[config.mk]
export PLATFORM = sky130hd
export DESIGN_NAME = disp_scan
export DESIGN_NICKNAME = d
export VERILOG_FILES = /design/src/rtl/disp_pkg.sv /design/src/rtl/disp_scan_btn_debounce.sv /design/src/rtl/disp_scan.sv
export SDC_FILE = /design/constraint.sdc
export NUM_CORES = 1
export LEC_CHECK = 0
export ABC_AREA = 1
export CORE_UTILIZATION = 55
export DETAILED_ROUTE_END_ITERATION = 8
export HOLD_SLACK_MARGIN = 0.1
export PLACE_DENSITY = 0.8
export SLEW_MARGIN = 20
export SYNTH_ARGS = -nofsm -noshare
export SYNTH_HDL_FRONTEND = slang
export SYNTH_SLANG_ARGS = --single-unit
[constraint.sdc]
create_clock -name clk -period 1.9 [get_ports clk]
set_input_delay 0.19 -clock clk [delete_from_list [all_inputs] [get_ports clk]]
set_output_delay 0.19 -clock clk [all_outputs]
set_load 0.01 [all_outputs]
[src/rtl/disp_pkg.sv]
// rtl/disp_pkg.sv - shared constants, glyph table and debounce state type for disp_scan
package disp_pkg;

  localparam int DIGITS     = 4;
  localparam int BLINK_BITS = 20;

  localparam logic [6:0] SEG_BLANK = 7'h7F;

  // Active-low {g,f,e,d,c,b,a}; b and d are lowercase so they differ from 8 and 0.
  localparam logic [6:0] SEG_HEX [0:15] = '{
    7'h40, 7'h79, 7'h24, 7'h30, 7'h19, 7'h12, 7'h02, 7'h78,
    7'h00, 7'h10, 7'h08, 7'h03, 7'h46, 7'h21, 7'h06, 7'h0E
  };

  typedef enum logic [1:0] {
    IDLE            = 2'd0,
    CONFIRM_PRESS   = 2'd1,
    HELD            = 2'd2,
    CONFIRM_RELEASE = 2'd3
  } db_state_e;

  function automatic logic [6:0] hex_glyph(input logic [3:0] v);
    return SEG_HEX[v];
  endfunction

endpackage

[src/rtl/disp_scan_btn_debounce.sv]
// rtl/disp_scan_btn_debounce.sv - push-button synchroniser and debounce FSM with one-cycle step pulse
module btn_debounce
  import disp_pkg::*;
#(
  parameter int DEBOUNCE_CYC = 1000000
) (
  input  logic clk_i,
  input  logic rst_ni,
  input  logic btn_i,
  output logic step_o
);

  localparam int CW = (DEBOUNCE_CYC > 1) ? $clog2(DEBOUNCE_CYC) : 1;
  localparam logic [CW-1:0] CNT_LAST = CW'(DEBOUNCE_CYC - 1);

  logic [1:0]    sync_q;
  db_state_e     state_q, state_d;
  logic [CW-1:0] cnt_q, cnt_d;
  logic          step_q, step_d;
  logic          sync;

  assign sync   = sync_q[1];
  assign step_o = step_q;

  always_comb begin
    state_d = state_q;
    cnt_d   = cnt_q;
    step_d  = 1'b0;
    case (state_q)
      IDLE: begin
        if (sync) begin
          state_d = CONFIRM_PRESS;
          cnt_d   = '0;
        end
      end
      CONFIRM_PRESS: begin
        if (!sync) begin
          state_d = IDLE;
        end else if (cnt_q == CNT_LAST) begin
          state_d = HELD;
          step_d  = 1'b1;
        end else begin
          cnt_d = cnt_q + 1'b1;
        end
      end
      HELD: begin
        if (!sync) begin
          state_d = CONFIRM_RELEASE;
          cnt_d   = '0;
        end
      end
      CONFIRM_RELEASE: begin
        if (sync) begin
          state_d = HELD;
        end else if (cnt_q == CNT_LAST) begin
          state_d = IDLE;
        end else begin
          cnt_d = cnt_q + 1'b1;
        end
      end
      default: state_d = IDLE;
    endcase
  end

  always_ff @(posedge clk_i or negedge rst_ni) begin
    if (!rst_ni) begin
      sync_q  <= 2'b00;
      state_q <= IDLE;
      cnt_q   <= '0;
      step_q  <= 1'b0;
    end else begin
      sync_q  <= {sync_q[0], btn_i};
      state_q <= state_d;
      cnt_q   <= cnt_d;
      step_q  <= step_d;
    end
  end

endmodule

[src/rtl/disp_scan.sv]
// rtl/disp_scan.sv - 4-digit hex seven-segment scanner and showReg selector; LEADING_ZERO_BLANK_EN blanks leading zeros
module disp_scan
  import disp_pkg::*;
#(
  parameter int REFRESH_DIV    = 100000,
  parameter int DEBOUNCE_CYC   = 1000000,
  parameter int NUM_DIGITS     = 4,
  parameter int BLINK_CYC_BITS = BLINK_BITS
) (
  input  logic        clk,
  input  logic        rst,
  input  logic [15:0] disp_in,
  input  logic        btn_next,
  input  logic        btn_prev,
  output logic [3:0]  showReg,
  output logic [3:0]  an,
  output logic [6:0]  seg,
  output logic        dp
);

  generate
    if (NUM_DIGITS != DIGITS) begin : g_bad_digits
      $error("disp_scan supports exactly 4 digits");
    end
  endgenerate

  localparam int RW = (REFRESH_DIV > 1) ? $clog2(REFRESH_DIV) : 1;
  localparam logic [RW-1:0] REF_LAST = RW'(REFRESH_DIV - 1);

  logic [RW-1:0]             refresh_q, refresh_d;
  logic [1:0]                digit_q, digit_d;
  logic                      primed_q, primed_d;
  logic [15:0]               shadow_q, shadow_d;
  logic [3:0]                show_q, show_d;
  logic                      blink_on_q, blink_on_d;
  logic [BLINK_CYC_BITS-1:0] blink_cnt_q, blink_cnt_d;
  logic [3:0]                an_q, an_d;
  logic [6:0]                seg_q, seg_d;
  logic                      dp_q, dp_d;
  logic                      wrap, capture, step_next, step_prev, blank;
  logic [3:0]                nib;

  btn_debounce #(.DEBOUNCE_CYC(DEBOUNCE_CYC)) u_db_next (
    .clk_i (clk), .rst_ni(rst), .btn_i(btn_next), .step_o(step_next)
  );

  btn_debounce #(.DEBOUNCE_CYC(DEBOUNCE_CYC)) u_db_prev (
    .clk_i (clk), .rst_ni(rst), .btn_i(btn_prev), .step_o(step_prev)
  );

  // primed_q marks that the first wrap has loaded the shadow; until then the display stays dark.
  assign wrap    = (refresh_q == REF_LAST);
  assign capture = wrap && (!primed_q || digit_q == 2'd3);

  always_comb begin
    refresh_d = wrap ? '0 : refresh_q + 1'b1;
    digit_d   = (wrap && primed_q) ? digit_q + 2'd1 : digit_q;
    primed_d  = primed_q | wrap;
    shadow_d  = capture ? disp_in : shadow_q;
  end

  always_comb begin
    show_d      = show_q;
    blink_on_d  = blink_on_q;
    blink_cnt_d = blink_cnt_q;
    case ({step_next, step_prev})
      2'b10:   show_d = show_q + 4'd1;
      2'b01:   show_d = show_q - 4'd1;
      default: show_d = show_q;
    endcase
    if (step_next ^ step_prev) begin
      blink_on_d  = 1'b1;
      blink_cnt_d = '0;
    end else if (blink_on_q) begin
      blink_cnt_d = blink_cnt_q + 1'b1;
      if (&blink_cnt_q) blink_on_d = 1'b0;
    end
  end

  assign nib = 4'(shadow_q >> {digit_q, 2'b00});

`ifdef LEADING_ZERO_BLANK_EN
  always_comb begin
    case (digit_q)
      2'd3:    blank = (shadow_q[15:12] == 4'h0);
      2'd2:    blank = (shadow_q[15:8] == 8'h00);
      2'd1:    blank = (shadow_q[15:4] == 12'h000);
      default: blank = 1'b0;
    endcase
  end
`else
  assign blank = 1'b0;
`endif

  always_comb begin
    an_d  = primed_q ? ~(4'b0001 << digit_q) : 4'hF;
    seg_d = (primed_q && !blank) ? hex_glyph(nib) : SEG_BLANK;
    dp_d  = ~(primed_q && blink_on_q && digit_q == 2'd3);
  end

  always_ff @(posedge clk or negedge rst) begin
    if (!rst) begin
      refresh_q   <= '0;
      digit_q     <= 2'd0;
      primed_q    <= 1'b0;
      shadow_q    <= 16'h0000;
      show_q      <= 4'd0;
      blink_on_q  <= 1'b0;
      blink_cnt_q <= '0;
      an_q        <= 4'hF;
      seg_q       <= SEG_BLANK;
      dp_q        <= 1'b1;
    end else begin
      refresh_q   <= refresh_d;
      digit_q     <= digit_d;
      primed_q    <= primed_d;
      shadow_q    <= shadow_d;
      show_q      <= show_d;
      blink_on_q  <= blink_on_d;
      blink_cnt_q <= blink_cnt_d;
      an_q        <= an_d;
      seg_q       <= seg_d;
      dp_q        <= dp_d;
    end
  end

  assign showReg = show_q;
  assign an      = an_q;
  assign seg     = seg_q;
  assign dp      = dp_q;

endmodule

==> results.sh <==
export IMPL_startpoint="digit_q[1]"
export IMPL_groute_usage_overall_pct=25.1
export IMPL_tightestPinTransition_ps=431
export IMPL_firstDrtPassIters=5
export IMPL_antennaDiodeCount=0
export IMPL_route_detailed_drc=0
export IMPL_clockBufferDepth=2
export IMPL_vias_per_cell=5.30
export IMPL_crit_path_start_kind="flop"
export IMPL_setup_worst_path_end_class="flop"
export IMPL_endpoint="seg[5]"
export IMPL_dp_hpwl_mm=10.8
export IMPL_synth_compound_area_share_pct=7.17
export IMPL_clkTransAtPathRegs_ps=60
export IMPL_start_util_pct=57.2
export IMPL_total_power_uw=6280
export IMPL_syn_num_nets=970
export IMPL_htreeDepth=4
export IMPL_reg2reg_slack_ps=150
export IMPL_dp_slack_ps=101
export IMPL_p_sw_uw=1310
export IMPL_criticalPathCategory="flop to flop"
export IMPL_worst_slack_ps=152
export IMPL_area_growth_pct=17.8
export IMPL_max_vdd_ir_drop_v=0.000649
export IMPL_status="finished clean"
export IMPL_ant_nets=0
export IMPL_yosysTopAreaCell="dfrtp_1"
export IMPL_share_comb_of_total_power_pct=3.5
export IMPL_synthCells=932
export IMPL_core_um2=12200
export IMPL_grt_max_degree=51
export IMPL_setup_viol=0
export IMPL_synth_area_per_cell_um2=7.49
export IMPL_synthSimpleGateAreaFrac_pct=34.8
export IMPL_grt_first_pass_wirelength_mm=25.8
export IMPL_synth_commonest_cells="288 x nand2_1, 111 x dfrtp_1, 109 x nor2_1, 93 x nand3_1, 90 x inv_1"
export IMPL_ios=36
export IMPL_io_buffer_count=35
export IMPL_synth_async_reset_ratio_pct=100
export IMPL_grt_pass1_vias=5598
export IMPL_yosysTopAreaCellShare_pct=39.8
export IMPL_ys_seq_area_share_pct=44.3
export IMPL_finalHoldViolations=0
export IMPL_yosysWarnings=0
export IMPL_placed_area_um2=7570
export IMPL_clock_sinks=123
export IMPL_reg2regPathDepth=9
export IMPL_hp_class="primary input to flop"
export IMPL_layout_nets=1020
export IMPL_cts_setup_buffers=0
export IMPL_final_setup_tns_ps=0
export IMPL_die_w_um=115
export IMPL_period_share_pct=92.0
export IMPL_cp_required_ps=2230
export IMPL_p_leak_uw=0.00374
export IMPL_synthMuxAreaShare_pct=0
export IMPL_netSwitchingFraction_pct=20.9
export IMPL_fmax_mhz=572
export IMPL_synth_top_family_by_area="simple AND/OR/NAND/NOR gates"
export IMPL_cts_buffers=17
export IMPL_ys_top_cells_by_area="dfrtp_1 40%, nand2_1 15%, nand3_1 6.7%"
export IMPL_synthAdderAreaFrac_pct=3.33
export IMPL_rows=40
export IMPL_slew_headroom_pct=71.3
export IMPL_fin_skew_ps=12.4
export IMPL_dieArea_um2=13100
export IMPL_syn_area_um2=6980
export IMPL_fin_area_um2=8220
export IMPL_cts_tree="yes"
export IMPL_synth_distinct_cells=42
export IMPL_maxSlewViolCount=0
export IMPL_routabilityCongestion=0.881
export IMPL_internal_power_uw=4970
export IMPL_synth_seq_cells=123
export IMPL_yosysMostFrequentCell="nand2_1"
export IMPL_drv_cap=0
export IMPL_finalCriticalPeriod_ps=1750
export IMPL_wire_per_inst_um=13.0
export IMPL_p_per_area_nw_per_um2=763
export IMPL_antenna_found_initial=0
export IMPL_grt_overflow=0
export IMPL_r2r_end="seg[5]"
export IMPL_r2r_start="digit_q[1]"
export IMPL_p_clk_share_pct=54.1
export IMPL_critPathArrivalTime_ps=2080
export IMPL_seqPwrFrac_pct=42.4
export IMPL_cts_root_buffer="clkbuf_16"
export IMPL_synthFlopType="dfrtp_1"
export IMPL_die_h_um=115
export IMPL_worstPathMaxFanout=7
export IMPL_num_vias=6163
export IMPL_synth_xor_area_share_pct=2.76
export IMPL_synth_edf_count=0
export IMPL_clock_latency_ps=420
export IMPL_drive_gt1_share_pct=10.5
export IMPL_drtIter0Drc=466
export IMPL_routed_wl_mm=15.1
export IMPL_whs_ps=205
## area by class of cell
| class | instances | area [um^2] |
|---|---|---|
| Clock buffer | 22 | 494 |
| Clock inverter | 10 | 138 |
| Fill cell | 1048 | 3990 |
| Inverter | 99 | 379 |
| Multi-Input combinational cell | 688 | 3360 |
| Sequential cell | 123 | 3090 |
| Tap cell | 168 | 210 |
| Timing Repair Buffer | 53 | 548 |
## logic make-up after synthesis
kind of cell | Yosys count
simple gates | 562
compound gates | 86
buf+inv | 121
fa+ha+maj | 18
xor+xnor | 22
flops | 123
## power groups by stage
stage | logic (uW) | registers, uW | clock network (uW)
after floorplan | 84.9 | 2710 | 0
after global placement | 218 | 2710 | 0
after detailed placement | 222 | 2710 | 0
after CTS | 225 | 2660 | 3450
after global routing | 247 | 2660 | 3560
final | 219 | 2660 | 3390
## worst min-delay path by stage
stage	cells past startpoint	to	slack [ps]	startpoint
after floorplan	0	asynchronous set/reset pin	-110	rst
after global placement	1	u_db_next.cnt_q[16]	150	rst
after detailed placement	1	u_db_next.cnt_q[13]	150	rst
after CTS	1	u_db_prev.sync_q[0]	190	btn_prev
after global routing	1	u_db_prev.sync_q[0]	210	btn_prev
final	1	u_db_prev.sync_q[0]	200	btn_prev
## worst max-delay path, cell delays in order, from the launching register on
cell	delay, ps
dfrtp_1	470
inv_2	160
nand3_1	100
nand2_1	160
inv_2	90
ha_1	190
inv_1	80
nor2_2	60
o21ai_0	250
nand2_1	90
## sequential cells by signal (all words and copies together), names as in the netlist, 2 cells and up, named ones only
register	cells
an	4
blink_cnt_q	20
digit_q	2
refresh_q	17
seg	7
shadow_q	16
showReg	4
u_db_next.cnt_q	20
u_db_next.sync_q	2
u_db_prev.cnt_q	20
u_db_prev.sync_q	2
## what timing repair did
item,in CTS,in global routing
hold buffers,1,0
endpoints found under the hold margin,29,0
resized for setup,0,7
setup endpoints to repair,0,23
## per-stage QoR
| stage | utilization [%] | instances |
|---|---|---|
| 3_5_place_dp | 62.0 | 1130 |
| 5_1_grt | 67.3 | 1163 |
| 2_1_floorplan | - | 932 |
| 6_report | 67.3 | 1163 |
| 4_1_cts | 67.2 | 1163 |
| 3_3_place_gp | 62.0 | 1130 |
## per-layer routing
layer / global-route usage [%] / vias up / wire (um)
met5: 0 / - / 0
li1: - / 3110 / -
met3: 5.29 / 36 / 627
met2: 38.9 / 181 / 7150
met4: 11.5 / 0 / 334
met1: 33.9 / 2836 / 7010
## layout by cell type (no fill, tap or decap), types with 4 or more instances in the layout
cell,n
dfrtp_1,110
ha_1,17
xor2_1,19
inv_2,8
a31oi_1,4
nor3_1,16
clkbuf_16,17
buf_4,13
clkbuf_8,5
a21oi_1,15
o21bai_1,7
buf_12,5
clkdlybuf4s50_1,34
or2_2,7
nand2_1,287
nor2_1,108
nand4_1,29
o21ai_0,37
o21ai_1,9
o21ai_2,10
dfstp_2,12
nand3_1,93
inv_1,88
nor2_2,4
(Power assumes the default switching activity.)
==> variant 1, RTL diff (same flow settings) <==
The option `LEADING_ZERO_BLANK_EN` is turned on by a define.
--- a/src/rtl/disp_scan.sv
+++ b/src/rtl/disp_scan.sv
@@ -1,4 +1,6 @@
 // rtl/disp_scan.sv - 4-digit hex seven-segment scanner and showReg selector; LEADING_ZERO_BLANK_EN blanks leading zeros
+`define LEADING_ZERO_BLANK_EN
+
 module disp_scan
   import disp_pkg::*;
 #(
Formal check against the unedited RTL: no difference found for any inputs over 10 cycles, from zero or initial values and one cycle with rst low; that may be too few to reach the edited logic, so the function may still have changed.
==> variant 1 against the original RTL <==
  * Setup slack lost 0.014 ns
  * Wire length shrank 5.2%
  * Total power grew 4.4%
  * Synthesized area shrank 0.27%
  * Via count shrank 2.2%
  * Sequential cell count is the same
  * Design area grew 0.99%
==> variant 1: results (changes against the original RTL) <==
outcome: "finished clean"  # unchanged
hold_class: "in -> reg"  # unchanged
ff2ff_path_depth: 11  # was 9
p_leak_nw: 3.793  # was 3.739 nW
wire_per_inst_um: 12.33  # was 13.00 um
crit_fanout: 22  # was 7
yosys-mux-area-fraction_pct: 0  # unchanged
fill_cells: 970  # was 1048
nClkBuffers: 24  # was 22
max-clock-path-buffers: 2  # unchanged
clock_area_share_pct: 8.092  # was 7.685%
synth.yosys.warnings: 0  # unchanged
sh_seq_area_pct: 37.27  # was 37.64%
yosysSeqAreaShare_pct: 44.44  # was 44.32%
synth_fa_ha_area_share_pct: 3.523  # was 3.335%
synth.distinct_cells: 41  # was 42
ctsRootBufferMaster: "clkbuf_16"  # unchanged
p_comb_w: 0.000193  # was 0.000219 W
track_usage_pct: 24.15  # was 25.14%
utilization_pct: 68.27  # was 67.33%
p_sw_w: 0.001276  # was 0.001311 W
grt_max_degree: 124  # was 51
max_stage_delay_ns: 0.37  # was 0.47 ns
dp.final_hpwl_mm: 9.830  # was 10.77 mm
reg2reg_slack_ns: 0.14
drt-vias-per-instance: 5.188  # was 5.299
async_flop_share_pct: 100.0  # unchanged
synth_commonest_cells: "nand2_1 (252), nor2_1 (120), dfrtp_1 (111), inv_1 (101), nand3_1 (90)"  # was nand2_1 (288), dfrtp_1 (111), nor2_1 (109), nand3_1 (93), inv_1 (90)
placedCellCount: 1122  # was 1130
grt_pass1_vias: 5610  # was 5598
synth_top_area_share_pct: 39.91  # was 39.80%
synth-xor-area-share_pct: 3.020  # was 2.761%
multi_input_area_share_pct: 40.45  # was 40.85%
area_growth_pct: 19.29  # was 17.80%
buf_share_pct: 6.691  # was 6.666%
worst_slew_pin_slew_ns: 0.6557  # was 0.4310 ns
buffers_excl_clock: 58  # was 53
ir_drop_mv: 0.8199  # was 0.6485 mV
use_met2_pct: 39.35  # was 38.95%
use_met3_pct: 6.247  # was 5.294%
drtIter0Drc: 383  # was 466
powerSeq_w: 0.00267  # was 0.00266 W
r2r_end: "shadow_q[15]"  # was seg[5]
n_all_inverters: 108  # was 99
synth_nets: 960  # was 970
rr_startpoint: "refresh_q[0]"  # was digit_q[1]
grt_pass1_wl_mm: 24.96  # was 25.79 mm
synthCells: 921  # was 932
ys_top_cells_by_area: "dfrtp_1 (40%), nand2_1 (14%), nand3_1 (6.5%), nor2_1 (6.5%), inv_1 (5.4%)"  # was dfrtp_1 (40%), nand2_1 (15%), nand3_1 (6.7%), nor2_1 (5.9%), inv_1 (4.8%)
gp_congestion: 0.9122  # was 0.8808
reg_top3: "blink_cnt_q x20, u_db_next.cnt_q x20, u_db_prev.cnt_q x20"  # unchanged
placed_area_um2: 7531  # was 7570 um^2
clock_skew_ns: 0.007393  # was 0.01238 ns
drive_gt1_share_pct: 12.27  # was 10.45%
synth-compound-area-share_pct: 8.125  # was 7.171%
dp_worst_setup_slack_ns: 0.01857  # was 0.1011 ns
grt_use_met1_pct: 31.77  # was 33.91%
num-multi-input-gates: 673  # was 688
clkSlewWorstSetupHoldPaths_ns: 0.05
vias: 6029  # was 6163
[variant 1: cell types whose count changed after synthesis, moves of 11 or more]
| cell | change |
|---|---|
| nand2_1 | -36 |
| nand4_1 | -12 |
| inv_1 | +11 |
| nor2_1 | +11 |
| o21ai_1 | +14 |
| nand2_2 | +15 |
[variant 1: critical path: cells and delay by family (launching register included)]
family	cells	cell delay (ns)
AND/OR/NAND/NOR	5	0.55
buffers and inverters	3	0.37
AO/OA/AOI/OAI	2	0.16
adder cells (fa/ha/maj)	1	0.19
flip-flops	1	0.37
[variant 1: what timing repair did]
action                                  4_1_cts  5_1_grt
hold buffers                                  1        0
setup buffers                                 0        6
hold endpoints to repair                    111        0
gates resized for setup                       0        6
endpoints found under the setup margin        0       27
[variant 1: cell families after synthesis]
logic type	after synthesis
simple gates	536
flops	123
xor+xnor	24
compound gates	94
buf+inv	125
fa+ha+maj	19
[variant 1: how the worst max path moves through the flow]
stage                             from      endpoint  slack (ns)
after floorplan             digit_q[0]        seg[0]        0.29
after global placement    refresh_q[0]   shadow_q[1]        0.09
after detailed placement  refresh_q[0]   shadow_q[1]        0.02
after CTS                 refresh_q[0]   shadow_q[1]        0.01
after global routing        digit_q[0]        seg[3]       0.002
final                     refresh_q[0]  shadow_q[15]        0.14
[variant 1: through the flow]
stage,total power (W),hold slack [ns]
2_1_floorplan,0.002790,-0.1056
3_3_place_gp,0.002902,0.3318
3_5_place_dp,0.002908,0.3358
4_1_cts,0.006596,0.1948
5_1_grt,0.006762,0.1922
6_report,0.006553,0.2066
[variant 1: per-layer routing]
layer	part of all wire, %	vias to the layer above
met5	0	-
li1	-	3071
met3	3.8	22
met1	47	2798
met2	47	138
met4	1.3	0
==> variant 2, RTL diff (same flow settings) <==
Without the edit above. Register the inputs `disp_in`, `btn_next` and `btn_prev` before use, cleared by the reset. The logic sees them one clock later.
--- a/src/rtl/disp_scan.sv
+++ b/src/rtl/disp_scan.sv
@@ -17,6 +17,22 @@
   output logic [6:0]  seg,
   output logic        dp
 );
+
+  logic [15:0] disp_q;
+  logic btn_next_q;
+  logic btn_prev_q;
+
+  always_ff @(posedge clk or negedge rst) begin
+    if (!rst) begin
+      disp_q     <= '0;
+      btn_next_q <= '0;
+      btn_prev_q <= '0;
+    end else begin
+      disp_q     <= disp_in;
+      btn_next_q <= btn_next;
+      btn_prev_q <= btn_prev;
+    end
+  end
 
   generate
     if (NUM_DIGITS != DIGITS) begin : g_bad_digits
@@ -41,11 +57,11 @@
   logic [3:0]                nib;
 
   btn_debounce #(.DEBOUNCE_CYC(DEBOUNCE_CYC)) u_db_next (
-    .clk_i (clk), .rst_ni(rst), .btn_i(btn_next), .step_o(step_next)
+    .clk_i (clk), .rst_ni(rst), .btn_i(btn_next_q), .step_o(step_next)
   );
 
   btn_debounce #(.DEBOUNCE_CYC(DEBOUNCE_CYC)) u_db_prev (
-    .clk_i (clk), .rst_ni(rst), .btn_i(btn_prev), .step_o(step_prev)
+    .clk_i (clk), .rst_ni(rst), .btn_i(btn_prev_q), .step_o(step_prev)
   );
 
   // primed_q marks that the first wrap has loaded the shadow; until then the display stays dark.
@@ -56,7 +72,7 @@
     refresh_d = wrap ? '0 : refresh_q + 1'b1;
     digit_d   = (wrap && primed_q) ? digit_q + 2'd1 : digit_q;
     primed_d  = primed_q | wrap;
-    shadow_d  = capture ? disp_in : shadow_q;
+    shadow_d  = capture ? disp_q : shadow_q;
   end
 
   always_comb begin
Formal check against the unedited RTL: same outputs for any inputs over 10 cycles, from zero or initial values and one cycle with rst low; that may be too few to reach the edited logic, so the function may still have changed.
==> variant 2 against the original RTL <==
  * Count of clock-buffer cells in the layout fell by 4
  * Wire length fell by 1.5%
  * Synthesized area rose by 6.4%
  * Design area rose by 4.9%
  * Setup slack got worse by 0.025 ns
  * Sequential cell count rose by 18
  * Sequential share of layout area rose by 3.4 points
  * Sequential power rose by 16%
  * Via count fell by 2.4%
  * Clock power fell by 6.8%
  * Total power rose by 2.9%
==> variant 2: results (changes against the original RTL) <==
largestClassByArea: "registers"  # was multi-input gates
buffers_excl_clock: 51  # was 53
placed_area_um2: 8020  # was 7570 um^2
min_to: "disp_q[2]"  # was u_db_prev.sync_q[0]
drive_gt1_share_pct: 12.88  # was 10.45%
fill_cells: 1081  # was 1048
use_met3_pct: 6.129  # was 5.294%
grt_max_degree: 53  # was 51
wire_per_inst_um: 12.73  # was 13.00 um
nClkBuffers: 18  # was 22
cts.sinks: 141  # was 123
wl_met2_mm: 7.313  # was 7.149 mm
synth.distinct_cells: 40  # was 42
vias: 6015  # was 6163
hold_path.startpoint: "disp_in[2]"  # was btn_prev
synth_nets: 968  # was 970
drtIter0Drc: 502  # was 466
drt-pass1-iter-count: 6  # was 5
grt_pass1_wl_mm: 25.78  # was 25.79 mm
worst_slew_pin_slew_ns: 1.034  # was 0.4310 ns
dp.final_hpwl_mm: 10.13  # was 10.77 mm
grt_pass1_vias: 5652  # was 5598
ir_drop_mv: 0.6282  # was 0.6485 mV
synth_commonest_cells: "nand2_1 (242), dfrtp_1 (129), nor2_1 (105), inv_1 (97), nand3_1 (85)"  # was nand2_1 (288), dfrtp_1 (111), nor2_1 (109), nand3_1 (93), inv_1 (90)
crit_end: "shadow_q[11]"  # was seg[5]
p_leak_nw: 3.915  # was 3.739 nW
wl_met1_mm: 6.744  # was 7.006 mm
ys_top_cells_by_area: "dfrtp_1 (43%), nand2_1 (12%), nand3_1 (5.7%), nor2_1 (5.3%), inv_1 (4.9%)"  # was dfrtp_1 (40%), nand2_1 (15%), nand3_1 (6.7%), nor2_1 (5.9%), inv_1 (4.8%)
crit_fanout: 16  # was 7
n_all_inverters: 108  # was 99
placedCellCount: 1136  # was 1130
num-multi-input-gates: 662  # was 688
area_growth_pct: 16.15  # was 17.80%
max_stage_delay_ns: 0.85  # was 0.47 ns
track_usage_pct: 22.89  # was 25.14%
clock_skew_ns: 0.005615  # was 0.01238 ns
clock_area_share_pct: 6.584  # was 7.685%
sh_seq_area_pct: 41.07  # was 37.64%
multi_input_area_share_pct: 39.02  # was 40.85%
yosysSeqAreaShare_pct: 47.70  # was 44.32%
crit_path_top_delay_cell: "o21ai_2"  # was dfrtp_1
rr_startpoint: "digit_q[0]"  # was digit_q[1]
use_met2_pct: 37.39  # was 38.95%
outcome: "finished clean"  # unchanged
rows: 42  # was 40
gp_congestion: 0.9496  # was 0.8808
grt_use_met1_pct: 30.02  # was 33.91%
fin_ws_ns: 0.1274  # was 0.1521 ns
dp_worst_setup_slack_ns: -0.01158  # was 0.1011 ns
[variant 2: cell types whose count changed after synthesis, moves of 5 or more]
cell / delta
nand2_2: +15
nand4_1: -7
nand2_1: -46
o21ai_0: -13
inv_1: +7
nand3_1: -8
o21ai_1: +19
a21oi_1: +5
dfrtp_1: +18
o21ai_2: +6
[variant 2: what timing repair did]
item / CTS / global route
gates cloned: 1 / 0
hold buffers: 1 / 0
resized for setup: 0 / 10
endpoints found under the setup margin: 1 / 28
pin swaps: 1 / 0
hold endpoints to repair: 141 / 0
[variant 2: kinds of logic after synthesis]
group                      synth area share, %
AOI/OAI and AO/OA                        8.203
xor gates and xnor gates                 3.066
adders and majority gates                3.133
buffers and inverters                    7.293
DFF                                      47.70
and+or+nand+nor                          30.60
[variant 2: power breakdown]
part / switching (W) / leakage [nW] / internal [W]
clock network: 0.00134 / 0.275 / 0.00183
registers: 0.0000307 / 1.85 / 0.00304
logic: 0.000134 / 1.79 / 0.0000864
